## src/rtl/dlx_isa_pkg.sv

```systemverilog
// DLX ISA definitions shared by the instruction encoder and the control decoder.
// Instruction bits are numbered big-endian [0:31]; bit 0 is the MSB.
package dlx_isa_pkg;

  // Symbolic operation requests; codes 24..31 are unused and rejected.
  typedef enum logic [4:0] {
    OP_NOP     = 5'd0,
    OP_ADD     = 5'd1,
    OP_ADDU    = 5'd2,
    OP_SUB     = 5'd3,
    OP_SUBU    = 5'd4,
    OP_AND     = 5'd5,
    OP_OR      = 5'd6,
    OP_XOR     = 5'd7,
    OP_ADDI    = 5'd8,
    OP_ADDUI   = 5'd9,
    OP_SUBI    = 5'd10,
    OP_SUBUI   = 5'd11,
    OP_ANDI    = 5'd12,
    OP_ORI     = 5'd13,
    OP_XORI    = 5'd14,
    OP_LW      = 5'd15,
    OP_SW      = 5'd16,
    OP_BEQZ    = 5'd17,
    OP_BNEZ    = 5'd18,
    OP_J       = 5'd19,
    OP_JAL     = 5'd20,
    OP_MULT    = 5'd21,
    OP_MOVFP2I = 5'd22,
    OP_MOVI2FP = 5'd23
  } dlx_op_e;

  // Encoder sequencing states.
  typedef enum logic [1:0] {
    S_IDLE  = 2'd0,
    S_WRITE = 2'd1,
    S_FULL  = 2'd2
  } enc_state_e;

  // Primary opcodes.
  localparam logic [5:0] OPC_RTYPE = 6'b000000;
  localparam logic [5:0] OPC_FPU   = 6'b000001;
  localparam logic [5:0] OPC_J     = 6'b000010;
  localparam logic [5:0] OPC_JAL   = 6'b000011;
  localparam logic [5:0] OPC_BEQZ  = 6'b000100;
  localparam logic [5:0] OPC_BNEZ  = 6'b000101;
  localparam logic [5:0] OPC_ADDI  = 6'b001000;
  localparam logic [5:0] OPC_ADDUI = 6'b001001;
  localparam logic [5:0] OPC_SUBI  = 6'b001010;
  localparam logic [5:0] OPC_SUBUI = 6'b001011;
  localparam logic [5:0] OPC_ANDI  = 6'b001100;
  localparam logic [5:0] OPC_ORI   = 6'b001101;
  localparam logic [5:0] OPC_XORI  = 6'b001110;
  localparam logic [5:0] OPC_LW    = 6'b100011;
  localparam logic [5:0] OPC_SW    = 6'b101011;

  // Function codes for R-type and FP words.
  localparam logic [5:0] FN_ADD     = 6'b100000;
  localparam logic [5:0] FN_ADDU    = 6'b100001;
  localparam logic [5:0] FN_SUB     = 6'b100010;
  localparam logic [5:0] FN_SUBU    = 6'b100011;
  localparam logic [5:0] FN_AND     = 6'b100100;
  localparam logic [5:0] FN_OR      = 6'b100101;
  localparam logic [5:0] FN_XOR     = 6'b100110;
  localparam logic [5:0] FN_MULT    = 6'b001110;
  localparam logic [5:0] FN_MOVFP2I = 6'b110100;
  localparam logic [5:0] FN_MOVI2FP = 6'b110101;

  // Field positions (left index is the more significant bit).
  localparam int F_OPC_L  = 0;
  localparam int F_OPC_R  = 5;
  localparam int F_RS1_L  = 6;
  localparam int F_RS1_R  = 10;
  localparam int F_RS2_L  = 11;
  localparam int F_RS2_R  = 15;
  localparam int F_RD_L   = 16;
  localparam int F_RD_R   = 20;
  localparam int F_FN_L   = 26;
  localparam int F_FN_R   = 31;
  localparam int F_IMM_L  = 16;
  localparam int F_IMM_R  = 31;
  localparam int F_JOFF_L = 6;
  localparam int F_JOFF_R = 31;

  // R-type layout: opcode, rs1, rs2, rd, five zero bits, func.
  function automatic logic [0:31] enc_r(input logic [5:0] opc, input logic [4:0] rs1,
                                        input logic [4:0] rs2, input logic [4:0] rd,
                                        input logic [5:0] fn);
    logic [0:31] w;
    w = 32'h0000_0000;
    w[F_OPC_L:F_OPC_R] = opc;
    w[F_RS1_L:F_RS1_R] = rs1;
    w[F_RS2_L:F_RS2_R] = rs2;
    w[F_RD_L:F_RD_R]   = rd;
    w[F_FN_L:F_FN_R]   = fn;
    return w;
  endfunction

  // I-type layout: opcode, rs1, rs2 (destination or zero), imm16.
  function automatic logic [0:31] enc_i(input logic [5:0] opc, input logic [4:0] rs1,
                                        input logic [4:0] rs2, input logic [15:0] imm);
    logic [0:31] w;
    w = 32'h0000_0000;
    w[F_OPC_L:F_OPC_R] = opc;
    w[F_RS1_L:F_RS1_R] = rs1;
    w[F_RS2_L:F_RS2_R] = rs2;
    w[F_IMM_L:F_IMM_R] = imm;
    return w;
  endfunction

  // J-type layout: opcode followed by the 26-bit offset.
  function automatic logic [0:31] enc_j(input logic [5:0] opc, input logic [25:0] off);
    logic [0:31] w;
    w = 32'h0000_0000;
    w[F_OPC_L:F_OPC_R]   = opc;
    w[F_JOFF_L:F_JOFF_R] = off;
    return w;
  endfunction

  // The upper ten bits must be copies of bit 15 for a signed 16-bit immediate.
  function automatic logic fits_s16(input logic [25:0] imm);
    return (imm[25:16] == {10{imm[15]}});
  endfunction

  // The upper ten bits must be clear for an unsigned 16-bit immediate.
  function automatic logic fits_u16(input logic [25:0] imm);
    return (imm[25:16] == 10'd0);
  endfunction

endpackage

```

## src/rtl/dlx_instr_encoder_if.sv

```systemverilog
// Request handshake and instruction-memory write bus of the DLX encoder.
interface dlx_instr_encoder_if #(parameter int AW = 8);
  logic          req_valid;
  logic          req_ready;
  logic [4:0]    req_op;
  logic [4:0]    req_rs1;
  logic [4:0]    req_rs2;
  logic [4:0]    req_rd;
  logic [25:0]   req_imm;
  logic          imem_we;
  logic [AW-1:0] imem_addr;
  logic [0:31]   imem_wdata;

  // Requester / memory side.
  modport master (
    output req_valid, req_op, req_rs1, req_rs2, req_rd, req_imm,
    input  req_ready, imem_we, imem_addr, imem_wdata
  );

  // Encoder side.
  modport slave (
    input  req_valid, req_op, req_rs1, req_rs2, req_rd, req_imm,
    output req_ready, imem_we, imem_addr, imem_wdata
  );
endinterface

```

## src/rtl/dlx_encode_word.sv

```systemverilog
// Combinational map from a symbolic request to a DLX word plus a legality flag.
// Register fields an op does not use are forced to zero.
import dlx_isa_pkg::*;

module dlx_encode_word (
  input  logic [4:0]  i_op,
  input  logic [4:0]  i_rs1,
  input  logic [4:0]  i_rs2,
  input  logic [4:0]  i_rd,
  input  logic [25:0] i_imm,
  output logic [0:31] o_word,
  output logic        o_legal
);

  logic [0:31] w_word;
  logic        w_legal;
  logic        w_s16;
  logic        w_u16;

  assign w_s16 = fits_s16(i_imm);
  assign w_u16 = fits_u16(i_imm);

  // Select the word layout and range rule for the requested op.
  always_comb begin
    w_word  = 32'h0000_0000;
    w_legal = 1'b0;
    case (i_op)
      OP_NOP:     begin w_word = 32'h0000_0000;                                      w_legal = 1'b1;  end
      OP_ADD:     begin w_word = enc_r(OPC_RTYPE, i_rs1, i_rs2, i_rd, FN_ADD);       w_legal = 1'b1;  end
      OP_ADDU:    begin w_word = enc_r(OPC_RTYPE, i_rs1, i_rs2, i_rd, FN_ADDU);      w_legal = 1'b1;  end
      OP_SUB:     begin w_word = enc_r(OPC_RTYPE, i_rs1, i_rs2, i_rd, FN_SUB);       w_legal = 1'b1;  end
      OP_SUBU:    begin w_word = enc_r(OPC_RTYPE, i_rs1, i_rs2, i_rd, FN_SUBU);      w_legal = 1'b1;  end
      OP_AND:     begin w_word = enc_r(OPC_RTYPE, i_rs1, i_rs2, i_rd, FN_AND);       w_legal = 1'b1;  end
      OP_OR:      begin w_word = enc_r(OPC_RTYPE, i_rs1, i_rs2, i_rd, FN_OR);        w_legal = 1'b1;  end
      OP_XOR:     begin w_word = enc_r(OPC_RTYPE, i_rs1, i_rs2, i_rd, FN_XOR);       w_legal = 1'b1;  end
      OP_MULT:    begin w_word = enc_r(OPC_FPU,   i_rs1, i_rs2, i_rd, FN_MULT);      w_legal = 1'b1;  end
      OP_MOVFP2I: begin w_word = enc_r(OPC_RTYPE, i_rs1, i_rs2, i_rd, FN_MOVFP2I);   w_legal = 1'b1;  end
      OP_MOVI2FP: begin w_word = enc_r(OPC_RTYPE, i_rs1, i_rs2, i_rd, FN_MOVI2FP);   w_legal = 1'b1;  end
      OP_ADDI:    begin w_word = enc_i(OPC_ADDI,  i_rs1, i_rs2, i_imm[15:0]);        w_legal = w_s16; end
      OP_ADDUI:   begin w_word = enc_i(OPC_ADDUI, i_rs1, i_rs2, i_imm[15:0]);        w_legal = w_u16; end
      OP_SUBI:    begin w_word = enc_i(OPC_SUBI,  i_rs1, i_rs2, i_imm[15:0]);        w_legal = w_s16; end
      OP_SUBUI:   begin w_word = enc_i(OPC_SUBUI, i_rs1, i_rs2, i_imm[15:0]);        w_legal = w_u16; end
      OP_ANDI:    begin w_word = enc_i(OPC_ANDI,  i_rs1, i_rs2, i_imm[15:0]);        w_legal = w_s16; end
      OP_ORI:     begin w_word = enc_i(OPC_ORI,   i_rs1, i_rs2, i_imm[15:0]);        w_legal = w_s16; end
      OP_XORI:    begin w_word = enc_i(OPC_XORI,  i_rs1, i_rs2, i_imm[15:0]);        w_legal = w_s16; end
      OP_LW:      begin w_word = enc_i(OPC_LW,    i_rs1, i_rs2, i_imm[15:0]);        w_legal = w_s16; end
      OP_SW:      begin w_word = enc_i(OPC_SW,    i_rs1, i_rs2, i_imm[15:0]);        w_legal = w_s16; end
      OP_BEQZ:    begin w_word = enc_i(OPC_BEQZ,  i_rs1, 5'd0,  i_imm[15:0]);        w_legal = w_s16; end
      OP_BNEZ:    begin w_word = enc_i(OPC_BNEZ,  i_rs1, 5'd0,  i_imm[15:0]);        w_legal = w_s16; end
      OP_J:       begin w_word = enc_j(OPC_J,   i_imm);                              w_legal = 1'b1;  end
      OP_JAL:     begin w_word = enc_j(OPC_JAL, i_imm);                              w_legal = 1'b1;  end
      default:    begin w_word = 32'h0000_0000;                                      w_legal = 1'b0;  end
    endcase
  end

  assign o_word  = w_word;
  assign o_legal = w_legal;

endmodule

```

## src/rtl/dlx_instr_encoder.sv

```systemverilog
// DLX program loader: accepts symbolic requests, encodes them and writes the
// words to sequential instruction-memory addresses, one word every two cycles.
import dlx_isa_pkg::*;

module dlx_instr_encoder #(
  parameter int AW    = 8,
  parameter int BASE  = 0,
  parameter int DEPTH = 256
) (
  input  logic                 clk,
  input  logic                 rst,
  input  logic                 clear,
  dlx_instr_encoder_if.slave   bus,
  output logic [AW:0]          words_written,
  output logic                 full,
  output logic                 err_illegal
);

  localparam logic [AW-1:0] ADDR_BASE = AW'(BASE);
  localparam logic [AW-1:0] ADDR_LAST = AW'(BASE + DEPTH - 1);

  enc_state_e    r_state;
  enc_state_e    w_next;
  logic [AW-1:0] r_addr;
  logic [AW-1:0] w_addr_nxt;
  logic [0:31]   r_wdata;
  logic [0:31]   w_wdata_nxt;
  logic [AW:0]   r_count;
  logic [AW:0]   w_count_nxt;
  logic          r_err;
  logic          w_err_nxt;
  logic          r_we;
  logic          r_ready;
  logic          r_full;
  logic [0:31]   w_word;
  logic          w_legal;
  logic          w_hs;

  dlx_encode_word u_encode (
    .i_op    (bus.req_op),
    .i_rs1   (bus.req_rs1),
    .i_rs2   (bus.req_rs2),
    .i_rd    (bus.req_rd),
    .i_imm   (bus.req_imm),
    .o_word  (w_word),
    .o_legal (w_legal)
  );

  // r_ready is high only in IDLE, so a handshake can only be taken there.
  assign w_hs = bus.req_valid & r_ready;

  // Next state and datapath updates; clear overrides everything else.
  always_comb begin
    w_next      = r_state;
    w_addr_nxt  = r_addr;
    w_wdata_nxt = r_wdata;
    w_count_nxt = r_count;
    w_err_nxt   = r_err;
    if (clear) begin
      w_next      = S_IDLE;
      w_addr_nxt  = ADDR_BASE;
      w_count_nxt = '0;
      w_err_nxt   = 1'b0;
    end else begin
      case (r_state)
        S_IDLE: begin
          if (w_hs && w_legal) begin
            w_wdata_nxt = w_word;
            w_next      = S_WRITE;
          end else if (w_hs) begin
            w_err_nxt = 1'b1;
          end else begin
            w_next = S_IDLE;
          end
        end
        S_WRITE: begin
          w_count_nxt = r_count + (AW+1)'(1);
          if (r_addr == ADDR_LAST) begin
            w_next = S_FULL;
          end else begin
            w_addr_nxt = r_addr + AW'(1);
            w_next     = S_IDLE;
          end
        end
        S_FULL: begin
          w_next = S_FULL;
        end
        default: begin
          w_next = S_IDLE;
        end
      endcase
    end
  end

  // State, datapath and registered output strobes.
  always_ff @(posedge clk or posedge rst) begin
    if (rst) begin
      r_state <= S_IDLE;
      r_addr  <= ADDR_BASE;
      r_wdata <= 32'h0000_0000;
      r_count <= '0;
      r_err   <= 1'b0;
      r_we    <= 1'b0;
      r_ready <= 1'b1;
      r_full  <= 1'b0;
    end else begin
      r_state <= w_next;
      r_addr  <= w_addr_nxt;
      r_wdata <= w_wdata_nxt;
      r_count <= w_count_nxt;
      r_err   <= w_err_nxt;
      r_we    <= (w_next == S_WRITE);
      r_ready <= (w_next == S_IDLE);
      r_full  <= (w_next == S_FULL);
    end
  end

  assign bus.req_ready  = r_ready;
  assign bus.imem_we    = r_we;
  assign bus.imem_addr  = r_addr;
  assign bus.imem_wdata = r_wdata;
  assign words_written  = r_count;
  assign full           = r_full;
  assign err_illegal    = r_err;

endmodule

```

## src/flat_wrapper.sv

```systemverilog
// flat-port wrapper written by rule: the top's interface ports become plain ports
module dlx_instr_encoder_flat 
#(
  parameter int AW    = 8,
  parameter int BASE  = 0,
  parameter int DEPTH = 256
)
  (clk, rst, clear, words_written, full, err_illegal, bus_req_valid, bus_req_op, bus_req_rs1, bus_req_rs2, bus_req_rd, bus_req_imm, bus_req_ready, bus_imem_we, bus_imem_addr, bus_imem_wdata);
  dlx_instr_encoder_if #(.AW(AW)) bus_i ();
  input  logic clk;
  input  logic rst;
  input  logic clear;
  output logic [AW:0] words_written;
  output logic full;
  output logic err_illegal;
  input wire logic [$bits(bus_i.req_valid)-1:0] bus_req_valid;
  input wire logic [$bits(bus_i.req_op)-1:0] bus_req_op;
  input wire logic [$bits(bus_i.req_rs1)-1:0] bus_req_rs1;
  input wire logic [$bits(bus_i.req_rs2)-1:0] bus_req_rs2;
  input wire logic [$bits(bus_i.req_rd)-1:0] bus_req_rd;
  input wire logic [$bits(bus_i.req_imm)-1:0] bus_req_imm;
  output wire logic [$bits(bus_i.req_ready)-1:0] bus_req_ready;
  output wire logic [$bits(bus_i.imem_we)-1:0] bus_imem_we;
  output wire logic [$bits(bus_i.imem_addr)-1:0] bus_imem_addr;
  output wire logic [$bits(bus_i.imem_wdata)-1:0] bus_imem_wdata;
  assign bus_i.req_valid = bus_req_valid;
  assign bus_i.req_op = bus_req_op;
  assign bus_i.req_rs1 = bus_req_rs1;
  assign bus_i.req_rs2 = bus_req_rs2;
  assign bus_i.req_rd = bus_req_rd;
  assign bus_i.req_imm = bus_req_imm;
  assign bus_req_ready = bus_i.req_ready;
  assign bus_imem_we = bus_i.imem_we;
  assign bus_imem_addr = bus_i.imem_addr;
  assign bus_imem_wdata = bus_i.imem_wdata;
  dlx_instr_encoder #(.AW(AW), .BASE(BASE), .DEPTH(DEPTH)) u_core (.clk(clk), .rst(rst), .clear(clear), .bus(bus_i), .words_written(words_written), .full(full), .err_illegal(err_illegal));
endmodule
```

## config.mk

```make
export PLATFORM = sky130hd
export DESIGN_NAME = dlx_instr_encoder_flat
export DESIGN_NICKNAME = d
export VERILOG_FILES = /design/src/rtl/dlx_isa_pkg.sv /design/src/rtl/dlx_instr_encoder_if.sv /design/src/rtl/dlx_encode_word.sv /design/src/rtl/dlx_instr_encoder.sv /design/src/flat_wrapper.sv
export SDC_FILE = /design/constraint.sdc
export NUM_CORES = 1
export LEC_CHECK = 0
export ABC_AREA = 1
export BUFFER_PORTS_ARGS = -buffer_cell sky130_fd_sc_hd__buf_2
export CAP_MARGIN = 20
export CELL_PAD_IN_SITES_DETAIL_PLACEMENT = 2
export CELL_PAD_IN_SITES_GLOBAL_PLACEMENT = 2
export CORE_UTILIZATION = 24
export CTS_CLUSTER_SIZE = 28
export DETAILED_ROUTE_END_ITERATION = 16
export PLACE_DENSITY = 0.72
export SYNTH_ARGS = -nofsm -noshare
export SYNTH_HDL_FRONTEND = slang
export SYNTH_SLANG_ARGS = --single-unit
```

## constraint.sdc

```tcl
create_clock -name clk -period 1.6 [get_ports clk]
set_input_delay 0.08 -clock clk [delete_from_list [all_inputs] [get_ports clk]]
set_output_delay 0.08 -clock clk [all_outputs]
set_load 0.005 [all_outputs]
```

==> impl_metrics.env, run 1 <==
export IMPL_status="complete, no violations"
export IMPL_p_sw_frac=0.2862
export IMPL_ys_ff_latch=54
export IMPL_htreeDepth=2
export IMPL_slowest_delay_ps=360
export IMPL_grt_overflow=0
export IMPL_num_vias=3303
export IMPL_cpMostUsedCell="nor2_4"
export IMPL_ys_warn_count=0
export IMPL_syn_inst=434
export IMPL_place_area_um2=3913
export IMPL_n_fill_cell=1493
export IMPL_dp_cells=712
export IMPL_fp_coreArea_um2=12570
export IMPL_root_buffer="clkbuf_16"
export IMPL_dp_hpwl_mm=8.533
export IMPL_ys_types=31
export IMPL_async_flop_share=1.000
export IMPL_cap_violations=0
export IMPL_gp_congestion=0.8601
export IMPL_syn_num_nets=486
export IMPL_slowest_stage="dfrtp_1"
export IMPL_rsz0062_at_grt="yes"
export IMPL_hold_violations=0
export IMPL_comb_power_share=0.225
export IMPL_internal_power_mw=2.875
export IMPL_drt_wl_total_mm=11.35
export IMPL_via_per_inst=4.550
export IMPL_grt_pass1_wl_mm=17.98
export IMPL_diodes=0
export IMPL_synth_top_cells_by_count="nand2_1 (165), nand3_1 (54), dfrtp_1 (53)"
export IMPL_row_count=41
export IMPL_power_density_nw_per_um2=945.3
export IMPL_finalCriticalPeriod_ps=1585
export IMPL_period_share=0.9906
export IMPL_antenna_found_initial=0
export IMPL_dieWidth_um=115.4
export IMPL_final_cell_area_um2=4262
export IMPL_syn_mean_instance_area_um2=7.115
export IMPL_slew_violations=0
export IMPL_p_clk_frac=0.357
export IMPL_worstPathCellList="ha_2, nand2_4, nor2_4, nand2_4, nor2_4, nor2_4, inv_2, nand2_2, nand3_2, nand2_1, a21oi_1"
export IMPL_port_buffers=101
export IMPL_tns_ps=0
export IMPL_grt_max_degree=55
export IMPL_fmax_mhz=630.9
export IMPL_ys_top_cells_by_area="dfrtp_1 (43%), nand2_1 (20%), nand3_1 (8.8%)"
export IMPL_synth_edf_count=0
export IMPL_initial_core_util=0.2457
export IMPL_final_cells=726
export IMPL_path_clk_slew_ps=70
export IMPL_finalSetupViolations=0
export IMPL_wl_per_cell_um=15.63
export IMPL_skew_ps=4.438
export IMPL_multi_input_area_um2=1568
export IMPL_hp_class="in -> reg"
export IMPL_numClockSinks=54
export IMPL_clock_path_buffers=2
export IMPL_synth_most_common_cell="nand2_1"
export IMPL_regArea_um2=1353
export IMPL_wl_met1_mm=4.842
export IMPL_synth_top_cell_area_share=0.4295
export IMPL_top_layer_used="met4"
export IMPL_area_growth_syn_to_layout_pct=38.01
export IMPL_cp_start_kind="flip-flop"
export IMPL_power_switching_mw=1.153
export IMPL_final_nets=605
export IMPL_route_met2_wl_mm=6.112
export IMPL_p_seq_frac=0.418
export IMPL_cts_buffers_inserted=5
export IMPL_drtIter0Drc=134
export IMPL_leakagePower_nw=2.435
export IMPL_cp_max_fo=4
export IMPL_clkLatencyLatePin_ps=290
export IMPL_drive_gt1_frac=0.3285
export IMPL_final_util=0.3391
export IMPL_dieArea_um2=13320
export IMPL_timing_hold_ws_ps=95.86
export IMPL_cp_end_kind="flip-flop"
export IMPL_wl_met3_um=272
export IMPL_crit_type="reg -> reg"
export IMPL_syn_area_um2=3088
export IMPL_grtUsageTotal=0.1747
export IMPL_grt_pass1_vias=3521
export IMPL_io_pins=103
export IMPL_crit_arrival_ps=1810
export IMPL_required_ps=1820
export IMPL_post_synth_top_area_cell="dfrtp_1"
export IMPL_antenna_left=0
export IMPL_cts_tree="built"
export IMPL_drc=0
export IMPL_die_y_um=115.4
export IMPL_synth_main_ff_cell="dfrtp_1"
export IMPL_first_pass_iters=4
export IMPL_ys_seq_area_frac=0.4380
export IMPL_ir_drop_v=0.0003657
-- per-stage QoR --
step	setup WS, ps	power (mW)
detailed placement	-45.36	2.608
global placement	54.90	2.572
global route	-111.4	4.253
CTS	-22.53	4.079
finish	15.03	4.028
floorplan	49.47	2.116
-- sequential cells by signal (all words and copies together), names as in the netlist --
name / count
u_core.bus.imem_we: 1
u_core.err_illegal: 1
u_core.bus.imem_wdata: 31
u_core.bus.imem_addr: 8
u_core.full: 1
u_core.words_written: 9
u_core.r_state: 2
u_core.bus.req_ready: 1
-- kinds of logic (layout without fill, tap and decap cells) --
logic type	count (synthesis)	in the layout	synth area share
other	1	1	0.001214
buffers and inverters	54	174	0.08347
adder cells (fa/ha/maj)	2	2	0.008102
flip-flops	54	54	0.4380
AND/OR/NAND/NOR	287	287	0.4060
AO/OA/AOI/OAI	34	34	0.05754
XOR/XNOR	2	2	0.005674
-- path summary, 6_finish.rpt --
check | endpoint | from | slack [ps] | cells after the start
max reg2reg | u_core.bus.imem_addr[5] | u_core.bus.imem_addr[1] | 20 | 11
min in group asynchronous | u_core.bus.imem_addr[3] | rst | 380 | 4
min reg2reg | u_core.bus.imem_wdata[13] | u_core.bus.imem_wdata[13] | 470 | 2
min | u_core.bus.imem_wdata[25] | bus_req_imm[6] | 100 | 5
max in group asynchronous | u_core.bus.req_ready | rst | 930 | 4
max | u_core.bus.imem_addr[5] | u_core.bus.imem_addr[1] | 20 | 11
-- critical path, delay by kind of cell (launching register included) --
kind / cells / cell delay [ps]
AOI/OAI and AO/OA: 1 / 130
adders and majority gates: 1 / 220
buffers and inverters: 1 / 90
DFF: 1 / 360
and+or+nand+nor: 8 / 720
-- layer usage --
layer  track usage  up-vias
met3       0.01831        7
met1        0.2181     1635
met2        0.3190       59
met4       0.04675        0
li1              -     1602
met5             0        -
-- timing repair --
action | 4_1_cts | 5_1_grt
setup buffers | 0 | 6
resized for setup | 2 | 28
endpoints found under the hold margin | 53 | 0
setup endpoints to repair | 5 | 14
hold buffers | 1 | 0
pin swaps | 0 | 6
-- area by class of cell --
class / count / share of cell area
clock inverters: 2 / 0.01409
multi-input cells: 326 / 0.3679
repair buffers: 127 / 0.1832
clock buffers: 6 / 0.03259
inverters: 39 / 0.03435
flip-flops and latches: 54 / 0.3174
well taps: 172 / 0.05050
-- power groups by stage --
stage          Sequential (mW)  Clock, mW  Combinational, mW
6_report                  1.69       1.44              0.906
5_1_grt                   1.71       1.52               1.03
4_1_cts                   1.69       1.48              0.914
3_5_place_dp              1.71          0              0.900
3_3_place_gp              1.70          0              0.872
2_1_floorplan             1.70          0              0.414
-- layout by cell type (no fill, tap or decap), types with 2 or more instances in the layout --
cell	n
nand2_2	15
inv_1	34
nand3_1	51
buf_6	2
nor2_2	8
clkbuf_16	5
buf_2	101
dfrtp_1	53
nand2_4	6
nor2_1	27
nor3_1	8
nor2_4	3
nand3_2	4
nand2_1	159
bufinv_16	2
buf_4	17
inv_2	5
a21oi_1	15
buf_12	5
o21ai_1	2
o21ai_0	14
No activity file was read; power rests on OpenSTA's default activity.
==> run 2, diff against run 1 <==
Settings changed: CORE_UTILIZATION 24 to 29, PLACE_DENSITY 0.72 to 0.82.
Clock period 1.6 ns to 2 ns, I/O delays scaled along.
==> impl_metrics.env, run 2 (synthesized netlist as in run 1, its figures left out) <==
export IMPL_num_vias=3210
export IMPL_area_growth_syn_to_layout_pct=24.59
export IMPL_use_met3=0.02433
export IMPL_mostFrequentLayoutCell="nand2_1"
export IMPL_mostFrequentLayoutCells="nand2_1 (165), buf_2 (101), nand3_1 (54)"
export IMPL_io_pins=103
export IMPL_cp_end_kind="flip-flop"
export IMPL_dieArea_um2=11060
export IMPL_hold_depth=5
export IMPL_antenna_left=0
export IMPL_cp_max_fo=6
export IMPL_grt_busiest_layer="met2"
export IMPL_grt_overflow=0
export IMPL_multi_input_area_um2=1478
export IMPL_root_buffer="clkbuf_8"
export IMPL_cts_buffers_inserted=5
export IMPL_cap_violations=0
export IMPL_fp_coreArea_um2=10320
export IMPL_final_nets=589
export IMPL_dieWidth_um=105.2
export IMPL_p_total_mw=2.710
export IMPL_n_fill_cell=1247
export IMPL_row_count=37
export IMPL_skew_ps=14.23
export IMPL_htreeDepth=2
export IMPL_crit_type="reg -> reg"
export IMPL_required_ps=2250
export IMPL_gp_congestion=0.8839
export IMPL_diodes=0
export IMPL_first_pass_iters=4
export IMPL_gr_usage_met2=0.3656
export IMPL_r2r_start="u_core.bus.imem_addr[1]"
export IMPL_r2r_end="u_core.bus.imem_addr[5]"
export IMPL_path_clk_slew_ps=100
export IMPL_grt_max_degree=55
export IMPL_via_per_inst=4.763
export IMPL_grtUsageTotal=0.2027
export IMPL_power_density_nw_per_um2=704.3
export IMPL_drive_gt1_frac=0.2770
export IMPL_hold_violations=0
export IMPL_cp_start_kind="flip-flop"
export IMPL_die_y_um=105.2
export IMPL_initial_core_util=0.2991
export IMPL_wl_per_cell_um=15.78
export IMPL_ff2ff_setup_slack_ps=190
export IMPL_cts_tree="built"
export IMPL_leakagePower_nw=2.241
export IMPL_drc=0
export IMPL_worstPathCellList="ha_1, nand2_1, nor2_1, nand2_1, nor2_1, nor2_1, inv_2, nand2_1, nand3_1, nand2_1, a21oi_1"
export IMPL_hp_class="in -> reg"
export IMPL_grt_pass1_wl_mm=17.82
export IMPL_crit_arrival_ps=2060
export IMPL_dp_hpwl_mm=8.492
export IMPL_startpoint="u_core.bus.imem_addr[1]"
export IMPL_largest_reg_flops=31
export IMPL_path_delay_family="simple AND/OR/NAND/NOR gates"
export IMPL_clkLatencyLatePin_ps=310
export IMPL_grt_pass1_vias=3555
export IMPL_finalSetupViolations=0
export IMPL_clock_path_buffers=2
export IMPL_port_buffers=101
export IMPL_finalCriticalPeriod_ps=1812
export IMPL_worst_path_buf_inv=1
export IMPL_slew_violations=0
export IMPL_cpMostUsedCell="nand2_1"
export IMPL_worstHoldStart="bus_req_imm[10]"
export IMPL_rr_worst_depth=11
export IMPL_regArea_um2=1353
export IMPL_slowest_delay_ps=430
export IMPL_period_share=0.9062
export IMPL_drtIter0Drc=121
export IMPL_status="complete, no violations"
export IMPL_use_met1=0.2555
export IMPL_tns_ps=0
export IMPL_slowest_stage="dfrtp_1"
export IMPL_ir_drop_v=0.0002940
export IMPL_drt_wl_total_mm=10.63
export IMPL_numClockSinks=54
export IMPL_hold_path_end="u_core.bus.imem_wdata[21]"
export IMPL_antenna_found_initial=0
export IMPL_fmax_mhz=551.7
run 2: worst reg2reg max path, delay by kind of cell, from the launching register on:
kind | cells | cell delay [ps]
AND/OR/NAND/NOR | 8 | 890
flip-flops | 1 | 430
adder cells (fa/ha/maj) | 1 | 200
buffers and inverters | 1 | 130
AO/OA/AOI/OAI | 1 | 120
run 2: stage by stage:
stage               instances  setup WS [ps]  hold slack [ps]    util  area [µm²]
detailed placement        663          141.8            187.1  0.3601        3717
finish                    674          187.6            90.13  0.3727        3847
floorplan                 434          347.6            308.6       -        3088
CTS                       672          116.7            92.19  0.3712        3832
global placement          663          244.5            177.5  0.3601        3717
global route              674         -1.075            97.98  0.3727        3847
run 2: area by class of cell:
type	instances	area share
clock buffers	7	0.02504
clock inverters	1	0.002276
inverters	39	0.03805
multi-input cells	326	0.3841
flip-flops and latches	54	0.3515
well taps	136	0.04423
repair buffers	111	0.1548
run 2: power by group:
group	switching (mW)	internal, mW	leakage (nW)	total [mW]
clock network	0.373	0.318	0.0544	0.692
registers	0.104	1.24	0.725	1.34
logic	0.402	0.271	1.46	0.673
total	0.879	1.83	2.24	2.71
run 2: how the worst max path moves through the flow:
stage	endpoint	slack, ps	depth (start not counted)
finish	u_core.bus.imem_addr[5]	190	11
global route	u_core.bus.imem_addr[5]	-1	11
CTS	u_core.bus.imem_addr[5]	120	11
detailed placement	u_core.bus.imem_addr[5]	140	11
global placement	u_core.bus.imem_addr[5]	240	11
floorplan	u_core.bus.imem_addr[5]	350	11
run 2: layer usage:
metal,vias to the layer above,part of all wire
met1,1572,0.45
met3,10,0.031
li1,1567,-
met5,-,0
met4,0,0.012
met2,61,0.51
run 2: what timing repair did:
item / CTS / global route
setup buffers: 0 / 2
hold endpoints to repair: 53 / 0
hold buffers: 1 / 0
gates resized for setup: 0 / 1
endpoints found under the setup margin: 0 / 1
==> run 3, diff against run 2 <==
Settings changed: CAP_MARGIN 20 to not set, PLACE_DENSITY 0.82 to not set, PLACE_DENSITY_LB_ADDON set to 0.1.
==> impl_metrics.env, run 3 (synthesized netlist as in run 1, its figures left out) <==
export IMPL_cap_violations=0
export IMPL_rsz0062_at_grt="no"
export IMPL_fmax_mhz=576.0
export IMPL_port_buffers=101
export IMPL_root_buffer="clkbuf_8"
export IMPL_worstPathCellList="ha_1, nand2_1, nor2_1, nand2_1, nor2_2, nor2_1, inv_2, nand2_2, nand3_1, nand2_1, a21oi_1"
export IMPL_finalCriticalPeriod_ps=1736
export IMPL_htreeDepth=2
export IMPL_hold_depth=5
export IMPL_slowest_stage="dfrtp_1"
export IMPL_skew_ps=7.556
export IMPL_numClockSinks=54
export IMPL_io_pins=103
export IMPL_initial_core_util=0.2991
export IMPL_worstHoldStart="bus_req_imm[10]"
export IMPL_cp_end_kind="flip-flop"
export IMPL_fp_coreArea_um2=10320
export IMPL_timing_hold_ws_ps=94.88
export IMPL_hp_class="in -> reg"
export IMPL_grt_max_degree=34
export IMPL_power_density_nw_per_um2=684.4
export IMPL_required_ps=2240
export IMPL_ir_drop_v=0.0003011
export IMPL_crit_type="reg -> reg"
export IMPL_startpoint="u_core.bus.imem_addr[0]"
export IMPL_clock_path_buffers=2
export IMPL_drt_wl_total_mm=10.06
export IMPL_setup_slack_ps=263.8
export IMPL_mostFrequentLayoutCells="nand2_1 (164), buf_2 (101), nand3_1 (54)"
export IMPL_p_clk_frac=0.243
export IMPL_cpMostUsedCell="nand2_1"
export IMPL_cts_tree="built"
export IMPL_grt_overflow=0
export IMPL_slew_violations=0
export IMPL_hold_violations=0
export IMPL_worst_pin_slew_ps=514.8
export IMPL_wl_per_cell_um=14.90
export IMPL_cp_max_fo=6
export IMPL_status="complete, no violations"
export IMPL_final_nets=590
export IMPL_tns_ps=0
export IMPL_die_y_um=105.2
export IMPL_via_per_inst=4.736
export IMPL_largest_reg_flops=31
export IMPL_grtUsageTotal=0.1920
export IMPL_diodes=0
export IMPL_grt_pass1_vias=3408
export IMPL_grt_pass1_wl_mm=16.94
export IMPL_area_growth_syn_to_layout_pct=24.59
export IMPL_cp_start_kind="flip-flop"
export IMPL_rr_worst_depth=11
export IMPL_ff2ff_setup_slack_ps=260
export IMPL_num_vias=3197
export IMPL_cts_buffers_inserted=5
export IMPL_drive_gt1_frac=0.2820
export IMPL_drtIter0Drc=75
export IMPL_crit_arrival_ps=1980
export IMPL_internal_power_mw=1.762
export IMPL_leakagePower_nw=2.232
export IMPL_hold_path_end="u_core.bus.imem_wdata[21]"
export IMPL_drc=0
export IMPL_p_seq_frac=0.508
export IMPL_power_switching_mw=0.8706
export IMPL_gp_congestion=0.8010
export IMPL_dieWidth_um=105.2
export IMPL_r2r_end="u_core.bus.imem_addr[5]"
export IMPL_antenna_left=0
export IMPL_slowest_delay_ps=420
export IMPL_finalSetupViolations=0
export IMPL_dp_hpwl_mm=8.134
export IMPL_p_sw_frac=0.3307
export IMPL_mostFrequentLayoutCell="nand2_1"
export IMPL_antenna_found_initial=0
export IMPL_dieArea_um2=11060
export IMPL_place_ws_ps=88.61
export IMPL_relSlewSlack=0.6563
export IMPL_row_count=37
export IMPL_first_pass_iters=4
export IMPL_r2r_start="u_core.bus.imem_addr[0]"
export IMPL_clkLatencyLatePin_ps=310
export IMPL_period_share=0.8681
export IMPL_comb_power_share=0.249
export IMPL_path_clk_slew_ps=110
## run 3: cell count changes in the layout (fill, tap and decap cells not counted), sizes merged
cell      delta
buf          +1
clkbuf       -2
clkinv       -1
clkinvlp     +2
inv          +1
## run 3: final cells by class
cell class / instances / area (µm²)
clock inverter: 3 / 23.77
clock buffer: 5 / 68.82
fill: 1279 / 6476
sequential: 54 / 1353
timing repair buffer: 112 / 603.1
multi-input combinational: 326 / 1483
inverter: 39 / 146.4
tap: 136 / 170.2
## run 3: timing repair
item,in CTS,in global routing
hold buffers,1,0
setup endpoints to repair,0,3
resized for setup,0,3
buffers inserted,0,2
endpoints found under the hold margin,20,0
## run 3: power groups by stage
stage / Sequential [mW] / Combinational, mW / Clock, mW
after floorplan: 1.36 / 0.331 / 0
after global placement: 1.36 / 0.647 / 0
after detailed placement: 1.36 / 0.673 / 0
after CTS: 1.34 / 0.676 / 0.672
after global routing: 1.35 / 0.752 / 0.698
final: 1.34 / 0.657 / 0.639
## run 3: metal layers
layer  vias to the layer above  GRT usage  wire length (µm)
met5                         -          0                 0
met4                         0    0.03018                61
met3                         6    0.02745               335
met2                        59     0.3421              4918
met1                      1554     0.2489              4744
li1                       1578          -                 -
## run 3: worst max-delay path by stage
stage                                    endpoint  depth (start not counted)  slack [ps]
after floorplan           u_core.bus.imem_addr[5]                         11         350
after global placement    u_core.bus.imem_addr[5]                         11         180
after detailed placement  u_core.bus.imem_addr[5]                         11          90
after CTS                 u_core.bus.imem_addr[5]                         11          60
after global routing      u_core.bus.imem_addr[5]                         11          30
final                     u_core.bus.imem_addr[5]                         11         260
## run 3: per-stage QoR
stage                       util  cells  cell area, µm²  power (mW)
final                     0.3727    675            3847       2.633
after floorplan                -    434            3088       1.692
after global routing      0.3727    675            3847       2.804
after global placement    0.3608    664            3725       2.004
after detailed placement  0.3608    664            3725       2.032
after CTS                 0.3707    673            3827       2.688
## run 3: critical path: cells and delay by family, from the launching register on
kind | cells | cell delay [ps]
buffers and inverters | 1 | 110
flip-flops | 1 | 420
AND/OR/NAND/NOR | 8 | 830
AO/OA/AOI/OAI | 1 | 120
adder cells (fa/ha/maj) | 1 | 190
